File: src/rtl/fetch_sequencer.sv
`default_nettype none
// ==========================================================================
// fetch_sequencer : PC / instruction-register controller for program memory
// Optional feature macro: FETCH_SELFLOOP_HALT_EN (jump-to-self enters HALT)
// Revision: 1.0
// ==========================================================================
module fetch_sequencer #(
  parameter int                ADDR_W   = 8,
  parameter int                INSTR_W  = 17,
  parameter logic [ADDR_W-1:0] RESET_PC = '0,
  parameter int                CNT_W    = 16
) (
  input  logic               clk,
  input  logic               rst,
  output logic [ADDR_W-1:0]  pc_addr,
  input  logic [INSTR_W-1:0] instr_in,
  input  logic               stall,
  input  logic               redirect_valid,
  input  logic [ADDR_W-1:0]  redirect_target,
  input  logic               halt_req,
  output logic [INSTR_W-1:0] ir_out,
  output logic               ir_valid,
  output logic [ADDR_W-1:0]  ir_pc,
  output logic               pc_wrap,
  output logic               halted,
  output logic [CNT_W-1:0]   fetch_count
);

  localparam logic [ADDR_W-1:0] PC_ONE  = {{(ADDR_W-1){1'b0}}, 1'b1};
  localparam logic [CNT_W-1:0]  CNT_ONE = {{(CNT_W-1){1'b0}}, 1'b1};

  typedef enum logic [1:0] {
    BOOT  = 2'd0,
    RUN   = 2'd1,
    FLUSH = 2'd2,
    HALT  = 2'd3
  } state_t;

  state_t             state, state_n;
  logic [ADDR_W-1:0]  pc, pc_n;
  logic [INSTR_W-1:0] ir_n;
  logic               ir_valid_n;
  logic [ADDR_W-1:0]  ir_pc_n;
  logic               pc_wrap_n;
  logic               halted_n;
  logic [CNT_W-1:0]   fetch_count_n;
  logic               do_fetch;
  logic               selfloop_hit;

  assign pc_addr = pc;

`ifdef FETCH_SELFLOOP_HALT_EN
  // Only a valid IR identifies "the current instruction"; a bubble has no owner.
  assign selfloop_hit = ir_valid && (redirect_target == ir_pc);
`else
  assign selfloop_hit = 1'b0;
`endif

  always_comb begin
    state_n       = state;
    pc_n          = pc;
    ir_n          = ir_out;
    ir_valid_n    = ir_valid;
    ir_pc_n       = ir_pc;
    pc_wrap_n     = 1'b0;
    halted_n      = halted;
    fetch_count_n = fetch_count;
    do_fetch      = 1'b0;

    case (state)
      BOOT: begin
        state_n = RUN;
      end
      RUN: begin
        if (halt_req || (redirect_valid && selfloop_hit)) begin
          state_n    = HALT;
          ir_valid_n = 1'b0;
          halted_n   = 1'b1;
        end else if (redirect_valid) begin
          state_n    = FLUSH;
          pc_n       = redirect_target;
          ir_valid_n = 1'b0;
        end else if (!stall) begin
          do_fetch = 1'b1;
        end
      end
      FLUSH: begin
        // The bubble cycle fetches the target, so exactly one invalid cycle is seen.
        if (halt_req || (redirect_valid && selfloop_hit)) begin
          state_n    = HALT;
          ir_valid_n = 1'b0;
          halted_n   = 1'b1;
        end else if (redirect_valid) begin
          pc_n = redirect_target;
        end else begin
          state_n  = RUN;
          do_fetch = 1'b1;
        end
      end
      HALT: begin
        ir_valid_n = 1'b0;
      end
      default: begin
        state_n = BOOT;
      end
    endcase

    if (do_fetch) begin
      ir_n       = instr_in;
      ir_pc_n    = pc;
      ir_valid_n = 1'b1;
      pc_n       = pc + PC_ONE;
      pc_wrap_n  = (pc == {ADDR_W{1'b1}});
      if (fetch_count != {CNT_W{1'b1}}) begin
        fetch_count_n = fetch_count + CNT_ONE;
      end
    end
  end

  always_ff @(posedge clk) begin
    if (rst) begin
      state       <= BOOT;
      pc          <= RESET_PC;
      ir_out      <= '0;
      ir_valid    <= 1'b0;
      ir_pc       <= '0;
      pc_wrap     <= 1'b0;
      halted      <= 1'b0;
      fetch_count <= '0;
    end else begin
      state       <= state_n;
      pc          <= pc_n;
      ir_out      <= ir_n;
      ir_valid    <= ir_valid_n;
      ir_pc       <= ir_pc_n;
      pc_wrap     <= pc_wrap_n;
      halted      <= halted_n;
      fetch_count <= fetch_count_n;
    end
  end

endmodule
`default_nettype wire
File: config.mk
export PLATFORM = sky130hd
export DESIGN_NAME = fetch_sequencer
export DESIGN_NICKNAME = d
export VERILOG_FILES = /design/src/rtl/fetch_sequencer.sv
export SDC_FILE = /design/constraint.sdc
export NUM_CORES = 1
export LEC_CHECK = 0
export ABC_CLOCK_PERIOD_IN_PS = 1730
export CAP_MARGIN = 5
export CORE_MARGIN = 2
export CORE_UTILIZATION = 41
export DETAILED_ROUTE_END_ITERATION = 10
export PLACE_DENSITY = 0.85
export SETUP_SLACK_MARGIN = 0.02
export SYNTH_ARGS = -nofsm -noshare
export SYNTH_HDL_FRONTEND = slang
export SYNTH_SLANG_ARGS = --single-unit
File: constraint.sdc
create_clock -name clk -period 1.73 [get_ports clk]
set_input_delay 0.173 -clock clk [delete_from_list [all_inputs] [get_ports clk]]
set_output_delay 0.173 -clock clk [all_outputs]
set_load 0.02 [all_outputs]
# --- Word-level counts from Yosys, hierarchy flattened ---
# Cells that the tools add are included.
totals:
  reg_bits: 54
  input_bits: 30
  output_inout_bits: 52
  wordCells: 53
op_classes:
  addsub: 2
  eq_ne: 10
  n_mux: 20
  bitwise: 1
  reduce_logical: 12
op_table:
  columns: ["op", "n"]
  rows:
  - ["two-way mux 8 bit", 4]
  - ["adder 16 x 1 -> 16 bit, second input constant", 1]
  - ["!= test 16 bit, second input constant", 1]
  - ["two-way mux 1 bit", 9]
  - ["!= test 3 bit, second input constant", 3]
  - ["AND reduction 3 bit", 3]
  - ["adder 8 x 1 -> 8 bit, second input constant", 1]
  - ["equality test 8 bit, second input constant", 1]
  - ["two-way mux 2 bit", 4]
  - ["one-hot mux 2 bit (3 select lines)", 1]
  - ["equality test 2 bit, second input constant", 2]
  - ["!= test 4 bit, second input constant", 1]
  - ["AND reduction 2 bit", 2]
  - ["nonzero test 2 bit", 2]
  - ["nonzero test 4 bit", 1]
  - ["OR reduction 2 bit", 2]
  - ["one-hot mux 1 bit (3 select lines)", 1]
  - ["nonzero test 3 bit", 1]
  - ["equality test 2 x 1 -> 1 bit, second input constant", 1]
  - ["zero test 2 bit", 1]
  - ["!= test 2 x 1 -> 1 bit, second input constant", 1]
  - ["one-hot mux 1 bit (2 select lines)", 1]
  - ["NOT 1 bit", 1]

# --- Logic depth before layout (Yosys ltp) ---
depth:
  ltp_word: 6
  depth_mapped: 8
  depth_no_buf: 7

# --- Worst setup path after synthesis ---
# No wires, ideal clock.
synth_path:
  path_type: "flip-flop to flip-flop"
  startpoint: "reg state[0]"
  endpoint: "reg pc_wrap"
  setup_ns: 0.087
  t_arrival_ns: 1.652
  required_time_ns: 1.643
  slack_ns: -0.009
  stages_incl_launch_ff: 8
  path_buffers: 1
  synth_period_minus_slack_ns: 1.739
  cell_sequence: "dfxtp_1 > inv_1 > ha_1 > nor3b_4 > o21a_1 > buf_4 > nand2_1 > nor4b_2"
synth_via:
  elab_chain_len: 4
  elab_cells_between_ends: 5
  cone_classes: "eq/ne (2); mux (1); bitwise (1); reduce/logical (1)"
synth_lines:
  columns: ["item", "line", "text"]
  rows:
  - ["start, declared", "39", "state_t state, state_n;"]
  - ["start signal, assigned", "131", "state <= state_n;"]
  - ["equality test 2 bit / equality test 2 x 1 -> 1 bit (equally long branches)", "70", "case (state)"]
  - ["one-hot mux 1 bit (2 select lines) *", "70", null]
  - ["NOT 1 bit (no line) *", null, null]
  - ["OR reduction 2 bit (no line) *", null, null]
  - ["end signal, assigned", "136", "pc_wrap <= pc_wrap_n;"]
  - ["end, declared", "24", "output logic pc_wrap,"]
# Every way passes the cells marked *; elsewhere a longest branch is shown, timed or not.
# A chain may end at the register's enable or synchronous reset.

# --- Worst setup path in the final report ---
layout_path:
  startpoint: "reg state[0]"
  endpoint: "reg state[1]"
layout_via:
  elab_chain_len: 3
  elab_cells_between_ends: 8
  cone_classes: "eq/ne (4); mux (1); reduce/logical (3)"
layout_lines:
  columns: ["item", "line"]
  rows:
  - ["equality test 2 bit (tied with other cells)", "70"]
  - ["!= test 3 bit (no line) / nonzero test 3 bit (equally long branches)", null]
  - ["AND reduction 3 bit (no line)", null]
# Several ways; a longest one is shown, not always the timed one.

==> results.yml <==
run_status:
  outcome: "complete, but fails checks"
  failed_checks: "setup timing"
setup_path:
  worstPathRequired_ns: 1.97
  critPathBufInv: 2
  path_class: "flop to flop"
  end_kind: "flop"
  crit_family: "simple AND/OR/NAND/NOR gates"
  start_kind: "flop"
  cp.arrival_ns: 2.03
  slowest_stage: "dfxtp_4"
  slowest_delay_ns: 0.37
  worstPathCellList: "buf_4 > ha_2 > buf_4 > nor2b_1 > a21oi_1 > o21bai_2 > or3b_1 > a21oi_1"
  cp_max_fo: 3
cells_and_area:
  antenna_cells: 0
  final_common_cell: "clkdlybuf4s50_1"
  layout-drive-gt1-share_pct: 25.8
  nNetsFinal: 438
  layout_common_cells: "80 x clkdlybuf4s50_1, 52 x dfxtp_1, 51 x nand2_1, 38 x a21oi_1, 32 x buf_4"
  syn2layout_area_growth_pct: 67.8
routing:
  ant_nets: 0
  post_drt_wl_per_cell_um: 14.1
  routed_wl_um: 6680
  vias: 2474
  drt_iter0_drc: 104
  vias_per_cell: 5.21
  drc: 0
  dr.pass1.iters: 4
power:
  intPower_mw: 2.11
  p_sw_share_pct: 28.6
  p_per_area_nw_per_um2: 745
  power.share.clock_pct: 26.4
  p_switching_mw: 0.846
  power_mw: 2.96
  peakVddDrop_uv: 596
  p_seq_share_pct: 45.9
  p_leak_nw: 1.36
  combPwrFrac_pct: 27.7
sta:
  slew_viol_final: 0
  hold_viol: 0
  slew_headroom_pct: 63.0
  worst_pin_slew_ns: 0.555
  fmax_mhz: 557
  fin_crit_sh_pct: 104
  layout_setup_ws_ns: -0.0647
  finalSetupViolCount: 9
  whs_ns: 0.328
  min_period_ns: 1.79
  skew_ns: 0.0150
  rsz0062_at_grt: "true"
placed_design:
  port_buffers: 81
  finalWeightedCongestion: 0.813
  dp_hpwl_um: 4470
die:
  die_x_um: 80.0
  core_area_um2: 5540
  die_h_um: 80.0
  dieArea_um2: 6390
  start_util_pct: 42.7
  io-pin-count: 82
  num_rows: 27
clock_tree:
  cts_buffers: 5
  htreeDepth: 2
  clock_sinks: 54
  cts-root-buf: "clkbuf_8"
  ctsHoldBuffers: 0
  insertion_delay_ns: 0.31
  cts_tree: "done"
  cts_buffer_depth: 2
  path_clk_slew_ns: 0.10
logic_synthesis:
  synth_async_sr_flop_share_pct: 0
  ys.flop_type: "dfxtp_1"
  synthesis.area_um2: 2370
  synth_nets: 320
  ys_seq_area_share_pct: 45.7
  avgSynthCellArea_um2: 8.33
  synthCells: 284
  ys_warn_count: 0
  ys_ff_latch: 54
  synth_edf_count: 0
  ys_types: 41
global_route:
  grt_pass1_wl_um: 10200
  antenna_found_initial: 0
  grt_pass1_vias: 2312
  grt_max_degree: 29
  track_usage_pct: 20.0
  overflow: 0
hold_path:
  hold_path.class: "primary input to flop"
job:
  maxCapViolCount: 0
power by group through the flow:
stage / logic [mW] / clock network (mW) / registers, mW
after floorplan: 0.282 / 0 / 1.42
after global placement: 0.620 / 0 / 1.37
after detailed placement: 0.636 / 0 / 1.37
after CTS: 0.743 / 0.793 / 1.35
after global routing: 0.876 / 0.854 / 1.36
final: 0.819 / 0.781 / 1.36
repair_timing:
item / in CTS / in global routing
endpoints found under the setup margin: 52 / 49
pin swaps: 13 / 27
setup buffers: 8 / 4
gates resized for setup: 33 / 42
cell families (layout without fill, tap and decap cells):
group / count (synthesis) / count (layout) / synth area share [%]
compound gates: 61 / 61 / 15.0
xor+xnor: 14 / 14 / 5.18
fa+ha+maj: 6 / 6 / 3.17
buf+inv: 21 / 140 / 4.12
flops: 54 / 54 / 45.7
simple gates: 128 / 128 / 26.9
routing by layer:
metal / track usage, % / vias up / wire, um
li1: - / 1215 / -
met5: 0 / - / 0
met4: 4.75 / 0 / 59
met2: 35.0 / 85 / 3290
met3: 4.64 / 8 / 433
met1: 24.7 / 1166 / 2890
sequential cells by signal, summed over array words and instances, names as in the netlist:
signal and count:
ir_valid 1, pc_wrap 1, ir_pc 8, state 2, pc_addr 8, fetch_count 16, ir_out 17, halted 1
final cells by class:
class                   count  area, um^2
multi-input cells         209        1450
repair buffers            126        1210
well taps                  72        90.1
flip-flops and latches     54        1090
clock buffers               7        96.3
inverters                   6        25.0
fillers                   408        1570
clock inverters             1        8.76
stage by stage:
stage | setup TNS [ns] | util (%) | worst slack (ns) | instances | cell area [um^2]
after floorplan | 0 | - | 0.0256 | 284 | 2380
after global placement | -1.17 | 62.8 | -0.133 | 456 | 3480
after detailed placement | -4.09 | 62.8 | -0.238 | 456 | 3480
after CTS | -0.113 | 68.5 | -0.0638 | 472 | 3790
after global routing | -2.34 | 71.7 | -0.153 | 475 | 3970
final | -0.236 | 71.7 | -0.0647 | 475 | 3970
final timing paths:
path | from | to | slack (ns) | cells past startpoint
max | state[0] | state[1] | -0.06 | 8
min | rst | halted | 0.33 | 2
max reg2reg | state[0] | state[1] | -0.06 | 8
min reg2reg | ir_out[11] | ir_out[11] | 0.46 | 2
cell usage after synthesis (all sizes together), types with 3 or more instances:
library cell,count,area [um^2]
o21ai,8,43.8
nor2,26,97.6
and3,5,31.3
nor4b,3,53.8
ha,6,75.1
nor3b,4,41.3
clkbuf,9,33.8
xnor2,14,123
a21oi,40,200
nand4,5,31.3
inv,6,22.5
nand2,56,210
buf,6,41.3
nor3,12,60.1
nand3,6,30.0
dfxtp,54,1080
Power figures use the tool's default switching activity.
